`config.mk`:
```
export PLATFORM = sky130hd
export DESIGN_NAME = sd_cmd_engine_flat
export DESIGN_NICKNAME = d
export VERILOG_FILES = /design/src/rtl/sd_cmd_engine_if.sv /design/src/rtl/sd_cmd_engine.sv /design/src/flat_wrapper.sv
export SDC_FILE = /design/constraint.sdc
export NUM_CORES = 1
export LEC_CHECK = 0
export ABC_AREA = 0
export CAP_MARGIN = 10
export CORE_MARGIN = 3
export CORE_UTILIZATION = 47
export DETAILED_ROUTE_END_ITERATION = 8
export GPL_TIMING_DRIVEN = 0
export PLACE_DENSITY = 0.79
export SLEW_MARGIN = 20
export SYNTH_ARGS = -nofsm -noshare
export SYNTH_HDL_FRONTEND = slang
export SYNTH_SLANG_ARGS = --single-unit
```
`constraint.sdc`:
```
create_clock -name pro_clk -period 3.2 [get_ports pro_clk]
set_input_delay 0.48 -clock pro_clk [delete_from_list [all_inputs] [get_ports pro_clk]]
set_output_delay 0.48 -clock pro_clk [all_outputs]
set_load 0.03 [all_outputs]
```
`src/rtl/sd_cmd_engine_if.sv`:
```
// SD command engine <-> SPI master register port.
// The engine drives the bus; the SPI master returns read data.
interface sd_cmd_engine_if;
  logic       spi_cs;
  logic [1:0] spi_addr;
  logic       spi_wr;
  logic       spi_rd;
  logic [7:0] spi_wdata;
  logic [7:0] spi_rdata;

  modport master (
    output spi_cs,
    output spi_addr,
    output spi_wr,
    output spi_rd,
    output spi_wdata,
    input  spi_rdata
  );

  modport slave (
    input  spi_cs,
    input  spi_addr,
    input  spi_wr,
    input  spi_rd,
    input  spi_wdata,
    output spi_rdata
  );
endinterface

```
`src/rtl/sd_cmd_engine.sv`:
```
// SD-over-SPI command engine: sends a 6-byte command, clocks
// out 0xFF filler bytes and polls for the R1 response byte.
module sd_cmd_engine #(
  parameter int NCR_MAX  = 8,
  parameter int POLL_MAX = 1023
) (
  input  logic        pro_clk,
  input  logic        reset,
  input  logic        start,
  input  logic [5:0]  cmd_idx,
  input  logic [31:0] cmd_arg,
  input  logic [7:0]  cmd_crc,
  input  logic [7:0]  spi_ctrl,
  output logic        busy,
  output logic        done,
  output logic [7:0]  r1,
  output logic        timeout,
  sd_cmd_engine_if.master spi
);

  localparam logic [2:0] IDLE  = 3'd0;
  localparam logic [2:0] CFG   = 3'd1;
  localparam logic [2:0] SEND  = 3'd2;
  localparam logic [2:0] GUARD = 3'd3;
  localparam logic [2:0] POLL  = 3'd4;
  localparam logic [2:0] READ  = 3'd5;
  localparam logic [2:0] EVAL  = 3'd6;
  localparam logic [2:0] DONE  = 3'd7;

  localparam logic [3:0] NCR_LIM  = 4'(NCR_MAX);
  localparam logic [9:0] POLL_LIM = 10'(POLL_MAX);

  logic [2:0]  state_q, state_d;
  logic [3:0]  idx_q, idx_d;
  logic [9:0]  poll_q, poll_d;
  logic        ph_q, ph_d;
  logic [7:0]  byte_q, byte_d;
  logic [7:0]  r1_q, r1_d;
  logic        to_q, to_d;
  logic        busy_q, busy_d;
  logic [5:0]  cmd_q, cmd_d;
  logic [31:0] arg_q, arg_d;
  logic [7:0]  crc_q, crc_d;
  logic [7:0]  ctrl_q, ctrl_d;
  logic [1:0]  addr_q, addr_d;
  logic [7:0]  wdata_q, wdata_d;
  logic        cs, wr, rd;
  logic [7:0]  tx_byte;

  always_comb begin
    case (idx_q)
      4'd0:    tx_byte = {2'b01, cmd_q};
      4'd1:    tx_byte = arg_q[31:24];
      4'd2:    tx_byte = arg_q[23:16];
      4'd3:    tx_byte = arg_q[15:8];
      4'd4:    tx_byte = arg_q[7:0];
      4'd5:    tx_byte = crc_q;
      default: tx_byte = 8'hFF;
    endcase
  end

  // Bus strobes decode straight from state; addr/wdata keep their
  // last driven value between accesses.
  always_comb begin
    cs      = 1'b0;
    wr      = 1'b0;
    rd      = 1'b0;
    addr_d  = addr_q;
    wdata_d = wdata_q;
    unique case (1'b1)
      state_q == CFG: begin
        cs = 1'b1; wr = 1'b1;
        addr_d = 2'b00; wdata_d = ctrl_q;
      end
      state_q == SEND: begin
        cs = 1'b1; wr = 1'b1;
        addr_d = 2'b10; wdata_d = tx_byte;
      end
      state_q == POLL: begin
        cs = 1'b1; rd = 1'b1; addr_d = 2'b01;
      end
      state_q == READ: begin
        cs = 1'b1; rd = 1'b1; addr_d = 2'b11;
      end
      default: ;
    endcase
  end

  always_comb begin
    state_d = state_q;
    idx_d   = idx_q;
    poll_d  = poll_q;
    ph_d    = ph_q;
    byte_d  = byte_q;
    r1_d    = r1_q;
    to_d    = to_q;
    busy_d  = busy_q;
    cmd_d   = cmd_q;
    arg_d   = arg_q;
    crc_d   = crc_q;
    ctrl_d  = ctrl_q;
    unique case (state_q)
      IDLE: if (start) begin
        cmd_d   = cmd_idx;
        arg_d   = cmd_arg;
        crc_d   = cmd_crc;
        ctrl_d  = spi_ctrl;
        busy_d  = 1'b1;
        to_d    = 1'b0;
        state_d = CFG;
      end
      CFG: begin
        idx_d   = 4'd0;
        state_d = SEND;
      end
      SEND: begin
        ph_d    = 1'b0;
        state_d = GUARD;
      end
      GUARD: begin
        ph_d = 1'b1;
        if (ph_q) begin
          ph_d    = 1'b0;
          poll_d  = 10'd0;
          state_d = POLL;
        end
      end
      POLL: begin
        ph_d = ~ph_q;
        if (ph_q) begin
          if (spi.spi_rdata[0]) begin
            state_d = READ;
          end else if (poll_q < POLL_LIM) begin
            poll_d = poll_q + 10'd1;
          end else begin
            to_d    = 1'b1;
            r1_d    = 8'hFF;
            state_d = DONE;
          end
        end
      end
      READ: begin
        ph_d = ~ph_q;
        if (ph_q) begin
          byte_d  = spi.spi_rdata;
          state_d = EVAL;
        end
      end
      EVAL: begin
        // Bytes 0..5 echo the command frame and carry no response.
        if (idx_q < 4'd6) begin
          idx_d   = idx_q + 4'd1;
          state_d = SEND;
        end else if (!byte_q[7]) begin
          r1_d    = byte_q;
          to_d    = 1'b0;
          state_d = DONE;
        end else if ((idx_q - 4'd5) < NCR_LIM) begin
          idx_d   = idx_q + 4'd1;
          state_d = SEND;
        end else begin
          to_d    = 1'b1;
          r1_d    = byte_q;
          state_d = DONE;
        end
      end
      DONE: begin
        busy_d  = 1'b0;
        state_d = IDLE;
      end
      default: state_d = IDLE;
    endcase
  end

  always_ff @(posedge pro_clk or posedge reset) begin
    if (reset) begin
      state_q <= IDLE;
      idx_q   <= 4'd0;
      poll_q  <= 10'd0;
      ph_q    <= 1'b0;
      byte_q  <= 8'h00;
      r1_q    <= 8'hFF;
      to_q    <= 1'b0;
      busy_q  <= 1'b0;
      cmd_q   <= 6'd0;
      arg_q   <= 32'd0;
      crc_q   <= 8'h00;
      ctrl_q  <= 8'h00;
      addr_q  <= 2'b00;
      wdata_q <= 8'h00;
    end else begin
      state_q <= state_d;
      idx_q   <= idx_d;
      poll_q  <= poll_d;
      ph_q    <= ph_d;
      byte_q  <= byte_d;
      r1_q    <= r1_d;
      to_q    <= to_d;
      busy_q  <= busy_d;
      cmd_q   <= cmd_d;
      arg_q   <= arg_d;
      crc_q   <= crc_d;
      ctrl_q  <= ctrl_d;
      addr_q  <= addr_d;
      wdata_q <= wdata_d;
    end
  end

  assign spi.spi_cs    = cs;
  assign spi.spi_wr    = wr;
  assign spi.spi_rd    = rd;
  assign spi.spi_addr  = addr_d;
  assign spi.spi_wdata = wdata_d;

  assign busy    = busy_q;
  assign done    = (state_q == DONE);
  assign r1      = r1_q;
  assign timeout = to_q;

endmodule
```
`src/flat_wrapper.sv`:
```
// flat-port wrapper written by rule: the top's interface ports become plain ports
module sd_cmd_engine_flat 
#(
  parameter int NCR_MAX  = 8,
  parameter int POLL_MAX = 1023
)
  (pro_clk, reset, start, cmd_idx, cmd_arg, cmd_crc, spi_ctrl, busy, done, r1, timeout, spi_spi_cs, spi_spi_addr, spi_spi_wr, spi_spi_rd, spi_spi_wdata, spi_spi_rdata);
  sd_cmd_engine_if spi_i ();
  input  logic pro_clk;
  input  logic reset;
  input  logic start;
  input  logic [5:0] cmd_idx;
  input  logic [31:0] cmd_arg;
  input  logic [7:0] cmd_crc;
  input  logic [7:0] spi_ctrl;
  output logic busy;
  output logic done;
  output logic [7:0] r1;
  output logic timeout;
  output wire logic [$bits(spi_i.spi_cs)-1:0] spi_spi_cs;
  output wire logic [$bits(spi_i.spi_addr)-1:0] spi_spi_addr;
  output wire logic [$bits(spi_i.spi_wr)-1:0] spi_spi_wr;
  output wire logic [$bits(spi_i.spi_rd)-1:0] spi_spi_rd;
  output wire logic [$bits(spi_i.spi_wdata)-1:0] spi_spi_wdata;
  input wire logic [$bits(spi_i.spi_rdata)-1:0] spi_spi_rdata;
  assign spi_spi_cs = spi_i.spi_cs;
  assign spi_spi_addr = spi_i.spi_addr;
  assign spi_spi_wr = spi_i.spi_wr;
  assign spi_spi_rd = spi_i.spi_rd;
  assign spi_spi_wdata = spi_i.spi_wdata;
  assign spi_i.spi_rdata = spi_spi_rdata;
  sd_cmd_engine #(.NCR_MAX(NCR_MAX), .POLL_MAX(POLL_MAX)) u_core (.pro_clk(pro_clk), .reset(reset), .start(start), .cmd_idx(cmd_idx), .cmd_arg(cmd_arg), .cmd_crc(cmd_crc), .spi_ctrl(spi_ctrl), .busy(busy), .done(done), .r1(r1), .timeout(timeout), .spi(spi_i));
endmodule
```
**Word-level counts from Yosys, hierarchy flattened**

Index checks and enable logic that the tools add are counted.

- Input bits: 65
- Bits in registers: 100
- Output and inout port bits: 24
- Logic and storage cells: 108

- Add/subtract/negate cells: 3
- Equal/unequal tests: 24
- Multiplexer cells: 44
- Bitwise logic cells: 1
- Reduce and logical (&&, ||, !) cells: 19
- Order comparisons: 3

Operators with widths:

| kind | count |
|---|---|
| $mux 8 | 6 |
| $pmux 8 s6 | 1 |
| $mux 10 | 4 |
| $pmux 8 s2 | 2 |
| $mux 3 | 9 |
| $pmux 3 s8 | 1 |
| $pmux 10 s2 | 1 |
| $eq 3x3->1 const B | 4 |
| $mux 1 | 12 |
| $mux 4 | 3 |
| $add 10x1->10 const B | 1 |
| $lt 10x10->1 const B | 1 |
| $ne 2x2->1 const B | 5 |
| $reduce_and 5->1 | 2 |
| $eq 4x2->1 const B | 2 |
| $eq 4x3->1 const B | 2 |
| $pmux 2 s4 | 1 |
| $pmux 4 s2 | 1 |
| $reduce_bool 2->1 | 4 |
| $reduce_and 7->1 | 1 |
| $eq 3x2->1 const B | 2 |
| $ne 2x1->1 const B | 3 |
| $ne 3x1->1 const B | 2 |
| $ne 3x3->1 const B | 2 |
| 17 further kinds | 22 |

**Depth between registers and ports, before layout**

Gate-level depths: netlist of run 1.

- Depth after elaboration: 6
- Mapped depth: 8
- Depth with buffers taken out: 6

**Worst setup path after synthesis of run 1**

Ideal clock, no wire load.

- Path kind: reg-to-output
- Start point: reg u_core.idx_q[0]
- End point: out spi_spi_wdata[7]
- Stages on the path, launching flop included: 8
- Data required time: 2.720 ns
- Buffers on the path: 1
- Setup slack: 0.366 ns
- Arrival time: 2.354 ns
- Cell sequence: dfrtp_1 inv_1 ha_1 clkbuf_1 o21ba_2 o31ai_2 nor2_1 a211oi_1

- Longest elaborated chain between the ends: 3
- Elaborated cells between the ends (all ways): 8
- Those cells by class: eq/ne: 5; mux: 2; reduce/logical: 1

RTL lines:

| what | RTL line | source |
|---|---|---|
| from (decl) | sd_cmd_engine.sv:34 | `logic [3:0] idx_q, idx_d;` |
| from (signal assigned) | sd_cmd_engine.sv:193 | `idx_q <= idx_d;` |
| $eq 4x3->1, or another cell as far along | sd_cmd_engine.sv:51 | `case (idx_q)` |
| $pmux 8 s6 * | sd_cmd_engine.sv:51 |  |
| $pmux 8 s2 * | sd_cmd_engine.sv:70 | `unique case (1'b1)` |
| to (decl) | flat_wrapper.sv:24 | `output wire logic [$bits(spi_i.spi_wdata)-1:0] spi_spi_wdata;` |

Every way passes the cells marked *; elsewhere a longest branch is shown, timed or not.

**Worst setup path in the final report of run 1**

- Start point: reg u_core.idx_q[1]
- End point: out spi_spi_wdata[1]

The elaborated chain is that of the path after synthesis.

==> results of run 1 <==
## final cells by class
cell class / instances / share of cell area
Buffer: 26 / 0.0192
Clock buffer: 9 / 0.0200
Clock inverter: 7 / 0.0192
Inverter: 15 / 0.00992
Multi-Input combinational cell: 280 / 0.349
Sequential cell: 100 / 0.407
Tap cell: 133 / 0.0269
Timing Repair Buffer: 90 / 0.148
## critical path: cells and delay by family, from the launching register on
kind | cells | cell delay (ps)
buffers and inverters | 3 | 730
flip-flops | 1 | 470
AND/OR/NAND/NOR | 3 | 370
AO/OA/AOI/OAI | 1 | 340
adder cells (fa/ha/maj) | 1 | 320
## state kept, by name (all words and copies together) (netlist names)
signal and flops:
u_core.r1 8, u_core.poll_q 10, u_core.timeout 1, u_core.busy 1, u_core.byte_q 8, u_core.cmd_q 6, u_core.ph_q 1, u_core.state_q 3
u_core.idx_q 4, u_core.addr_q 2, u_core.wdata_q 8, u_core.arg_q 32, u_core.ctrl_q 8, u_core.crc_q 8
## logic make-up after synthesis
group / after synthesis / share of synthesized area
AOI/OAI and AO/OA: 109 / 0.162
and+or+nand+nor: 100 / 0.114
DFF: 100 / 0.522
muxes: 63 / 0.147
buffers and inverters: 45 / 0.0374
adders and majority gates: 5 / 0.0130
xor gates and xnor gates: 3 / 0.00546
## metal layers
layer | global-route usage | vias up
met3 | 0.0421 | 24
met4 | 0.0694 | 0
li1 | - | 1778
met5 | 0 | -
met1 | 0.298 | 1936
met2 | 0.343 | 166
## final timing paths
path                                    end  slack [ps]  depth (start not counted)
max                        spi_spi_wdata[1]         110                          8
min                         u_core.cmd_q[0]         430                          2
max reg2reg                u_core.arg_q[26]        1080                          5
min reg2reg                 u_core.arg_q[5]         520                          1
max in group asynchronous      u_core.r1[0]        2130                          3
min in group pro_clk        u_core.arg_q[5]         520                          1
## layout by cell type, fill, tap and decap left out, drive strengths merged, types with 4 or more instances in the layout
cell type,n
a211o,4
nor3,13
nor2b,5
and3,4
a22oi,8
inv,18
clkdlybuf4s50,80
nand4,4
o21ai,6
a222oi,6
o22ai,8
a221oi,4
mux2,62
nand3,7
buf,14
nor4,4
ha,5
nand2,23
dfrtp,92
nand2b,6
o22a,7
clkbuf,25
a31oi,13
a21oi,31
dfstp,8
nor2,17
## report_power, final
group	total (mW)	internal, mW	switching [mW]
registers	2.19	1.86	0.332
logic	2.87	1.26	1.61
clock network	0.954	0.465	0.490
total	6.02	3.58	2.43
## what timing repair did
action,CTS,global route
setup buffers,1,0
setup endpoints to repair,9,8
endpoints found under the hold margin,0,0
pin swaps,1,1
hold buffers,0,0
resized for setup,24,11
## through the flow
stage                     instances  TNS (ps)  hold slack, ps
after CTS                       661         0             432
after floorplan                 425         0             478
after global placement          646   -123320             487
after global routing            660     -19.1             445
final                           660         0             426
after detailed placement        647     -1560             496
==> out/qor.csv, run 1 <==
stage,metric,value,unit
setup_path,worstPathArrival,2610,ps
final_layout,multi_input_area,2160,sq um
drt,ant_nets,0,
drt,wl_met2,5800,um
setup_path,crit_path_max_fanout,10,
global_routing,grt_max_degree,74,
logic_synthesis,avgSynthCellArea,11.3,sq um
drt,drt_wl_total,12200,um
drt,vias_per_cell,5.92,
cts,clk_path_buf_depth,2,
timing,setup_viol,0,
timing,finalMaxSlewViolations,0,
drt,drc,0,
setup_path,slowest_delay,470,ps
drt,top_layer,met4,
logic_synthesis,synth-seq-cells,100,
drt,met3_length,805,um
cts,insertion_delay,370,ps
timing,hold_viol,0,
logic_synthesis,synth.largest_area_cell,dfrtp_1,
logic_synthesis,synth_most_common_cell,dfrtp_1,
timing,fmax,0.324,GHz
drt,drtIter0Drc,278,
timing,worst_slew_pin_slew,622,ps
final_layout,diodes,0,
drt,vias,3904,
final_layout,seq_area,2510,sq um
setup_path,critPathKind,reg2out,
setup_path,crit_start,u_core.idx_q[1],
global_routing,grt_pass1_wl,19800,um
final_layout,synthToLayoutAreaGrowth,28.3,%
final_layout,drive_gt1_frac,0.247,
job,cap_violations,0,
logic_synthesis,synth-edff-count,0,
die,die_area,11500,sq um
cts,cts-htree-levels,3,
cts,cts_sinks,100,
setup_path,crit_chain,inv_1 > ha_2 > clkbuf_4 > nand2_1 > a221oi_1 > nor3_1 > nor2_1 > clkdlybuf4s15_2,
die,num_io_pins,89,
final_layout,final_util,0.626,
cts,cts-root-buf,clkbuf_8,
hold_path,worstHoldPathType,in2async,
die,start_util,0.488,
place,hpwl,8690,um
logic_synthesis,ys_warn_count,0,
logic_synthesis,async_reset_ff_frac,1.00,
place,post_dp_cell_area,5900,sq um
final_layout,fill_cells,745,
logic_synthesis,synth_fp_nets,495,
place,pre_cts_slack,-380,ps
global_routing,grt-ovfl-total,0,
setup_path,r2r_start,u_core.state_q[0],
drt,m1WireLength,5300,um
global_routing,first_global_vias,3931,
timing,worst_slack,110,ps
logic_synthesis,yosysTopAreaCellShare,0.478,
timing,rsz0062_at_grt,yes,
global_routing,grt_antenna_before_repair,0,
cts,tritoncts,yes,
status,status,"complete, no violations",
logic_synthesis,ys.flop_type,dfrtp_1,
logic_synthesis,netlist_instances,425,
die,die_width,107,um
setup_path,crit_required,2720,ps
setup_path,slowest_stage,dfrtp_2,
pwr,vdd_drop_max,0.000462,V
pwr,finalPower,6.02,mW
drt,dr.pass1.iters,5,
die,fp-row-count,36,
final_layout,final_nets,592,
global_routing,grt_usage,0.216,
logic_synthesis,yosysSeqAreaShare,0.522,
logic_synthesis,synth_area,4820,sq um
setup_path,cp-end-kind,primary output,
timing,relSlewSlack,0.585,
setup_path,cp-start-kind,flip-flop,
pwr,leakagePower,2.55,nW
place,portBuffers,88,
drt,wire_per_inst,18.5,um
logic_synthesis,synth_cell_types,62,
timing,fin_crit,3090,ps
cts,numCtsBuffers,9,
die,core_area,9860,sq um
timing,min_period_over_period,0.966,
die,fp.dieH,107,um
logic_synthesis,synth_common_cells,"dfrtp_1, mux2_2, a21oi_1, nand2_1, nor2_1",
timing,skew,15.3,ps
final_layout,stdcell_area,6180,sq um
place,gp_congestion,0.889,
logic_synthesis,synthTopCellsByArea,"dfrtp_1, mux2_2, dfstp_2, a21oi_1, nand2_1",
pwr,power_density,974,nW/um^2
cts,path_clk_slew,110,ps
No activity file was read; power rests on OpenSTA's default activity.
==> run 2: changes to the inputs <==
ABC_AREA = 1   (was 0)
CORE_UTILIZATION = 48   (was 47)
PLACE_DENSITY = 0.8   (was 0.79)
==> run 2 against run 1 <==
Largest cell class unchanged; die area fell by 0.53%; sequential share of layout area fell by 0.10 points; critical endpoint is now spi_spi_addr[1]; largest power group unchanged; critical path depth rose by 1; critical path type unchanged; first-iteration DRC count fell by 23%; non-clock buffer count fell by 15; register-to-register slack improved by 340 ps.
==> out/qor.csv, run 2 <==
stage,metric,value,unit,change
status,status,"complete, no violations",,unchanged
global_routing,first_global_vias,4170,,was 3931
die,die_width,107,um,about the same
final_layout,final_util,0.630,,was 0.626
logic_synthesis,synth.largest_area_cell,dfrtp_1,,unchanged
hold_path,hold_start,u_core.r1[7],,
logic_synthesis,netlist_instances,570,,was 425
die,fp.dieH,107,um,about the same
setup_path,cp-end-kind,primary output,,unchanged
drt,m1WireLength,4820,um,was 5300 um
final_layout,drive_gt1_frac,0.145,,was 0.247
cts,clk_path_buf_depth,2,,unchanged
place,place_inst,792,,was 647
logic_synthesis,ys_warn_count,0,,unchanged
setup_path,crit_chain,inv_2 > nor2_1 > nand2_1 > nand2_1 > inv_2 > buf_2 > a31oi_1 > nand2_1 > clkdlybuf4s50_1,,was inv_1 > ha_2 > clkbuf_4 > nand2_1 > a221oi_1 > nor3_1 > nor2_1 > clkdlybuf4s15_2
final_layout,synthToLayoutAreaGrowth,26.5,%,was 28.3%
final_layout,final_nets,740,,was 592
drt,wl_met2,6000,um,was 5800 um
logic_synthesis,synth_most_common_cell,nand2_1,,was dfrtp_1
die,core_area,9820,sq um,was 9860 sq um
setup_path,slowest_delay,680,ps,was 470 ps
timing,skew,12.8,ps,was 15.3 ps
drt,met3_length,793,um,was 805 um
place,post_dp_cell_area,5970,sq um,was 5900 sq um
global_routing,grt_antenna_before_repair,0,,unchanged
drt,vias_per_cell,5.11,,was 5.92
logic_synthesis,ys.flop_type,dfrtp_1,,unchanged
logic_synthesis,synth_fp_nets,640,,was 495
logic_synthesis,yosysTopAreaCellShare,0.471,,was 0.478
logic_synthesis,avgSynthCellArea,8.58,sq um,was 11.3 sq um
final_layout,top_register,u_core.arg_q,,unchanged
setup_path,r2r_start,u_core.idx_q[0],,was u_core.state_q[0]
pwr,leakagePower,2.96,nW,was 2.55 nW
setup_path,critPathKind,reg2out,,unchanged
final_layout,largest_reg_flops,32,,unchanged
global_routing,grt_usage,0.215,,was 0.216
logic_synthesis,synth-seq-cells,100,,unchanged
place,gp_congestion,0.891,,was 0.889
drt,dr.pass1.iters,5,,unchanged
logic_synthesis,synth_area,4890,sq um,was 4820 sq um
setup_path,crit_required,2720,ps,about the same
setup_path,r2r_setup_slack,1420,ps,was 1080 ps
final_layout,fill_cells,833,,was 745
drt,wire_per_inst,14.6,um,was 18.5 um
final_layout,stdcell_area,6190,sq um,was 6180 sq um
setup_path,crit_start,u_core.state_q[1],,was u_core.idx_q[1]
global_routing,grt_pass1_wl,19600,um,was 19800 um
die,num_io_pins,89,,unchanged
timing,setup_viol,0,,unchanged
die,die_area,11400,sq um,was 11500 sq um
cts,cts_sinks,100,,unchanged
drt,vias,4125,,was 3904
timing,relSlewSlack,0.667,,was 0.585
die,start_util,0.498,,was 0.488
job,cap_violations,0,,unchanged
setup_path,cp-endpoint,spi_spi_addr[1],,was spi_spi_wdata[1]
setup_path,r2r_cells,10,,was 5
drt,ant_nets,0,,unchanged
logic_synthesis,synth_cell_types,38,,was 62
drt,top_layer,met4,,unchanged
timing,min_period_over_period,0.948,,was 0.966
hold_path,worstHoldPathType,reg2reg,,was in2async
setup_path,path_depth,9,,was 8
setup_path,crit_path_max_fanout,10,,unchanged
logic_synthesis,synth-edff-count,0,,unchanged
logic_synthesis,synthTopCellsByArea,"dfrtp_1, nand2_1, mux2_2, inv_1, nor2_1",,"was dfrtp_1, mux2_2, dfstp_2, a21oi_1, nand2_1"
final_layout,instances_no_fill,807,,was 660
cts,numCtsBuffers,9,,unchanged
drt,drt_wl_total,11800,um,was 12200 um
cts,path_clk_slew,90,ps,was 110 ps
timing,finalMaxSlewViolations,0,,unchanged
final_layout,diodes,0,,unchanged
cts,tritoncts,yes,,unchanged
timing,fin_crit,3030,ps,was 3090 ps
timing,fmax,0.330,GHz,was 0.324 GHz
setup_path,cp_top_family,buffers and inverters,,unchanged
drt,drc,0,,unchanged
setup_path,slowest_stage,clkdlybuf4s50_1,,was dfrtp_2
final_layout,final_cell_mix,"nand2_1, dfrtp_1, clkdlybuf4s50_1",,"was dfrtp_1, clkdlybuf4s50_1, mux2_2"
final_layout,multi_input_area,2080,sq um,was 2160 sq um
place,hpwl,8890,um,was 8690 um
final_layout,mostFrequentLayoutCell,nand2_1,,was dfrtp_1
die,fp-row-count,36,,unchanged
setup_path,r2r-end,u_core.wdata_q[4],,was u_core.arg_q[26]
timing,timing.hold.ws,463,ps,was 426 ps
timing,hold_viol,0,,unchanged
drt,drtIter0Drc,214,,was 278
final_layout,reg_top3,"u_core.arg_q: 32 flops, u_core.poll_q: 10 flops",,unchanged
global_routing,grt_max_degree,58,,was 74
cts,cts-htree-levels,3,,unchanged
cts,cts-root-buf,clkbuf_8,,unchanged
cts,insertion_delay,360,ps,was 370 ps
place,portBuffers,88,,unchanged
final_layout,seq_area,2510,sq um,about the same
setup_path,worst-path-buf-inv,4,,was 3
logic_synthesis,async_reset_ff_frac,1.00,,unchanged
timing,tns,0,ps,unchanged
global_routing,grt-ovfl-total,0,,unchanged
setup_path,worstPathArrival,2550,ps,was 2610 ps
logic_synthesis,yosysSeqAreaShare,0.514,,was 0.522
setup_path,cp-start-kind,flip-flop,,unchanged
timing,rsz0062_at_grt,no,,was yes
logic_synthesis,synth_common_cells,"nand2_1, dfrtp_1, inv_1, nor2_1, mux2_2",,"was dfrtp_1, mux2_2, a21oi_1, nand2_1, nor2_1"
pwr,power_density,936,nW/um^2,was 974 nW/um^2
setup_path,cpMostUsedCell,nand2_1,,
pwr,vdd_drop_max,0.000383,V,was 0.000462 V
timing,worst_slew_pin_slew,499,ps,was 622 ps
==> run 2: cell families after synthesis <==
logic type,Yosys count,synth area share
adder cells (fa/ha/maj),5,0.0128
multiplexers,36,0.0829
buffers and inverters,79,0.0645
AND/OR/NAND/NOR,274,0.239
XOR/XNOR,4,0.00716
flip-flops,100,0.514
AO/OA/AOI/OAI,72,0.0803
==> run 2: area by class of cell <==
| type | instances | area share |
|---|---|---|
| buffer | 12 | 0.00950 |
| clock buffer | 10 | 0.0206 |
| clock inverter | 5 | 0.00990 |
| inverter | 67 | 0.0422 |
| multi-input combinational | 391 | 0.337 |
| sequential | 100 | 0.406 |
| tap | 133 | 0.0269 |
| timing repair buffer | 89 | 0.148 |
==> run 2: timing repair <==
action	4_1_cts	5_1_grt
setup endpoints to repair	8	6
gates resized for setup	7	7
buffers inserted	0	0
hold buffers	0	0
==> run 2: per-layer routing <==
metal / global-route usage / vias to the layer above
met3: 0.0482 / 20
met2: 0.378 / 143
met4: 0.0603 / 0
li1: - / 2004
met1: 0.266 / 1958
met5: 0 / -
==> run 2: power breakdown <==
part	internal [mW]	switching (mW)
logic	1.10	1.75
clock network	0.361	0.441
registers	1.86	0.289
total	3.32	2.48
==> run 2: through the flow <==
stage	worst slack [ps]	power, mW
global placement	-1300	4.91
global route	0.505	6.21
floorplan	114	4.02
finish	168	5.80
CTS	15.0	5.83
detailed placement	136	5.04
==> run 2: how the worst min path moves through the flow <==
stage,end,slack [ps],depth (start not counted)
final,u_core.r1[7],460,2
after global routing,u_core.r1[7],490,2
after CTS,u_core.r1[3],470,2
after detailed placement,u_core.r1[3],450,2
after global placement,u_core.r1[0],450,2
after floorplan,u_core.byte_q[0],450,2
==> run 2: tightest hold or removal path, stage by stage (launching register included) <==
cell	delay (ps)
dfstp_2	380
nand2_1	50
nand2_1	40
==> run 3: changes to the inputs <==
CORE_MARGIN = default   (was 3)
TNS_END_PERCENT = 20   (was default)
==> run 3 against run 2 <==
Clock power is 16% higher; critical path type unchanged; largest power group unchanged; setup slack improved by 36 ps; die area is 7.3% lower; cell count up 0.12%; largest cell class unchanged.
==> out/qor.csv, run 3 (synthesis gave the netlist of run 2 again) <==
stage,metric,value,unit,change
drt,vias,4067,,was 4125
timing,finalMaxSlewViolations,0,,unchanged
cts,clk_path_buf_depth,2,,unchanged
global_routing,grt_antenna_before_repair,0,,unchanged
setup_path,crit_required,2720,ps,about the same
job,cap_violations,0,,unchanged
global_routing,first_global_vias,4008,,was 4170
cts,tritoncts,yes,,unchanged
timing,fin_crit,3000,ps,was 3030 ps
cts,cts-htree-levels,3,,unchanged
global_routing,grt_pass1_wl,18500,um,was 19600 um
global_routing,grt_usage,0.229,,was 0.215
die,num_io_pins,89,,unchanged
die,die_area,10600,sq um,was 11400 sq um
drt,drc,0,,unchanged
global_routing,grt-ovfl-total,0,,unchanged
setup_path,critPathKind,reg2out,,unchanged
setup_path,crit_start,u_core.state_q[0],,was u_core.state_q[1]
place,gp_congestion,0.868,,was 0.891
timing,relSlewSlack,0.669,,was 0.667
final_layout,drive_gt1_frac,0.147,,was 0.145
pwr,power_density,941,nW/um^2,was 936 nW/um^2
setup_path,r2r_start,u_core.idx_q[2],,was u_core.idx_q[0]
final_layout,diodes,0,,unchanged
die,fp.dieH,103,um,was 107 um
timing,setup_viol,0,,unchanged
cts,cts_setup_buffers,0,,unchanged
timing,worst_slack,204,ps,was 168 ps
place,hpwl,8510,um,was 8890 um
final_layout,final_nets,740,,unchanged
die,fp-row-count,36,,unchanged
timing,fmax,0.334,GHz,was 0.330 GHz
die,start_util,0.498,,unchanged
global_routing,grt_max_degree,73,,was 58
timing,hold_viol,0,,unchanged
drt,drtIter0Drc,135,,was 214
drt,vias_per_cell,5.03,,was 5.11
cts,numCtsBuffers,9,,unchanged
drt,dr.pass1.iters,4,,was 5
setup_path,worstPathArrival,2520,ps,was 2550 ps
final_layout,fill_cells,893,,was 833
drt,ant_nets,0,,unchanged
cts,insertion_delay,370,ps,was 360 ps
final_layout,largest_reg_flops,32,,unchanged
place,pre_cts_slack,148,ps,was 136 ps
place,place_inst,792,,unchanged
final_layout,mostFrequentLayoutCell,nand2_1,,unchanged
final_layout,top_register,u_core.arg_q,,unchanged
setup_path,r2r_setup_slack,1310,ps,was 1420 ps
die,core_area,9820,sq um,unchanged
cts,path_clk_slew,100,ps,was 90 ps
cts,cts_sinks,100,,unchanged
final_layout,reg_top3,"u_core.arg_q: 32 flops, u_core.poll_q: 10 flops",,unchanged
setup_path,cp-end-kind,primary output,,unchanged
setup_path,crit_path_max_fanout,10,,unchanged
timing,min_period_over_period,0.936,,was 0.948
timing,rsz0062_at_grt,no,,unchanged
hold_path,worstHoldPathType,in2async,,was reg2reg
die,die_width,103,um,was 107 um
drt,drt_wl_total,11200,um,was 11800 um
pwr,vdd_drop_max,0.000407,V,was 0.000383 V
drt,wire_per_inst,13.9,um,was 14.6 um
final_layout,final_util,0.632,,was 0.630
final_layout,final_cell_mix,"nand2_1, dfrtp_1, clkdlybuf4s50_1",,unchanged
status,status,"complete, no violations",,unchanged
pwr,leakagePower,2.96,nW,about the same
final_layout,instances_no_fill,808,,was 807
final_layout,synthToLayoutAreaGrowth,26.8,%,was 26.5%
timing,skew,15.2,ps,was 12.8 ps
timing,tns,0,ps,unchanged
place,portBuffers,88,,unchanged
cts,cts-root-buf,clkbuf_8,,unchanged
timing,worst_slew_pin_slew,496,ps,was 499 ps
setup_path,cp-start-kind,flip-flop,,unchanged
[run 3: metal layers]
| metal | part of all wire | GRT usage |
|---|---|---|
| met1 | 0.43 | 0.288 |
| met2 | 0.50 | 0.409 |
| met3 | 0.052 | 0.0353 |
| met4 | 0.012 | 0.0628 |
| met5 | 0 | 0 |
[run 3: worst paths after layout]
check / to / depth (start not counted)
max reg2reg: u_core.wdata_q[1] / 9
min reg2reg: u_core.r1[0] / 2
min: u_core.poll_q[5] / 2
min in group pro_clk: u_core.r1[0] / 2
max: spi_spi_addr[1] / 9
max in group asynchronous: u_core.arg_q[15] / 3
[run 3: area by class of cell]
class	count	area, sq um	area share
Clock buffer	10	138	0.0222
Inverter	67	262	0.0422
Buffer	12	58.8	0.00948
Timing Repair Buffer	89	898	0.145
Sequential cell	100	2510	0.405
Tap cell	133	166	0.0268
Multi-Input combinational cell	391	2070	0.334
Clock inverter	6	93.8	0.0151
[run 3: repair_timing]
item	in CTS	in global routing
resized for setup	10	1
hold buffers	0	0
endpoints found under the setup margin	8	3
pin swaps	0	0
[run 3: report_power, final]
group          internal (mW)  leakage, nW  switching (mW)
logic                   1.06         1.66            1.71
registers               1.86         1.17           0.285
clock network          0.471        0.119           0.456
[run 3: worst max-delay path, cell delays in order (launching register included)]
cell and delay [ps]:
dfrtp_1 460, inv_2 120, nor2_1 70, nand2_2 200, nand2_1 150, inv_2 70, buf_2 220, a31oi_1 110
nand2_1 90, clkdlybuf4s50_1 680
[run 3: through the flow]
| step | power, mW | area, sq um | hold WS [ps] |
|---|---|---|---|
| 4_1_cts | 5.86 | 6200 | 452 |
| 2_1_floorplan | 4.02 | 4890 | 445 |
| 3_3_place_gp | 4.91 | 5940 | 449 |
| 6_report | 5.84 | 6200 | 442 |
| 3_5_place_dp | 5.02 | 5970 | 451 |
| 5_1_grt | 6.25 | 6200 | 467 |
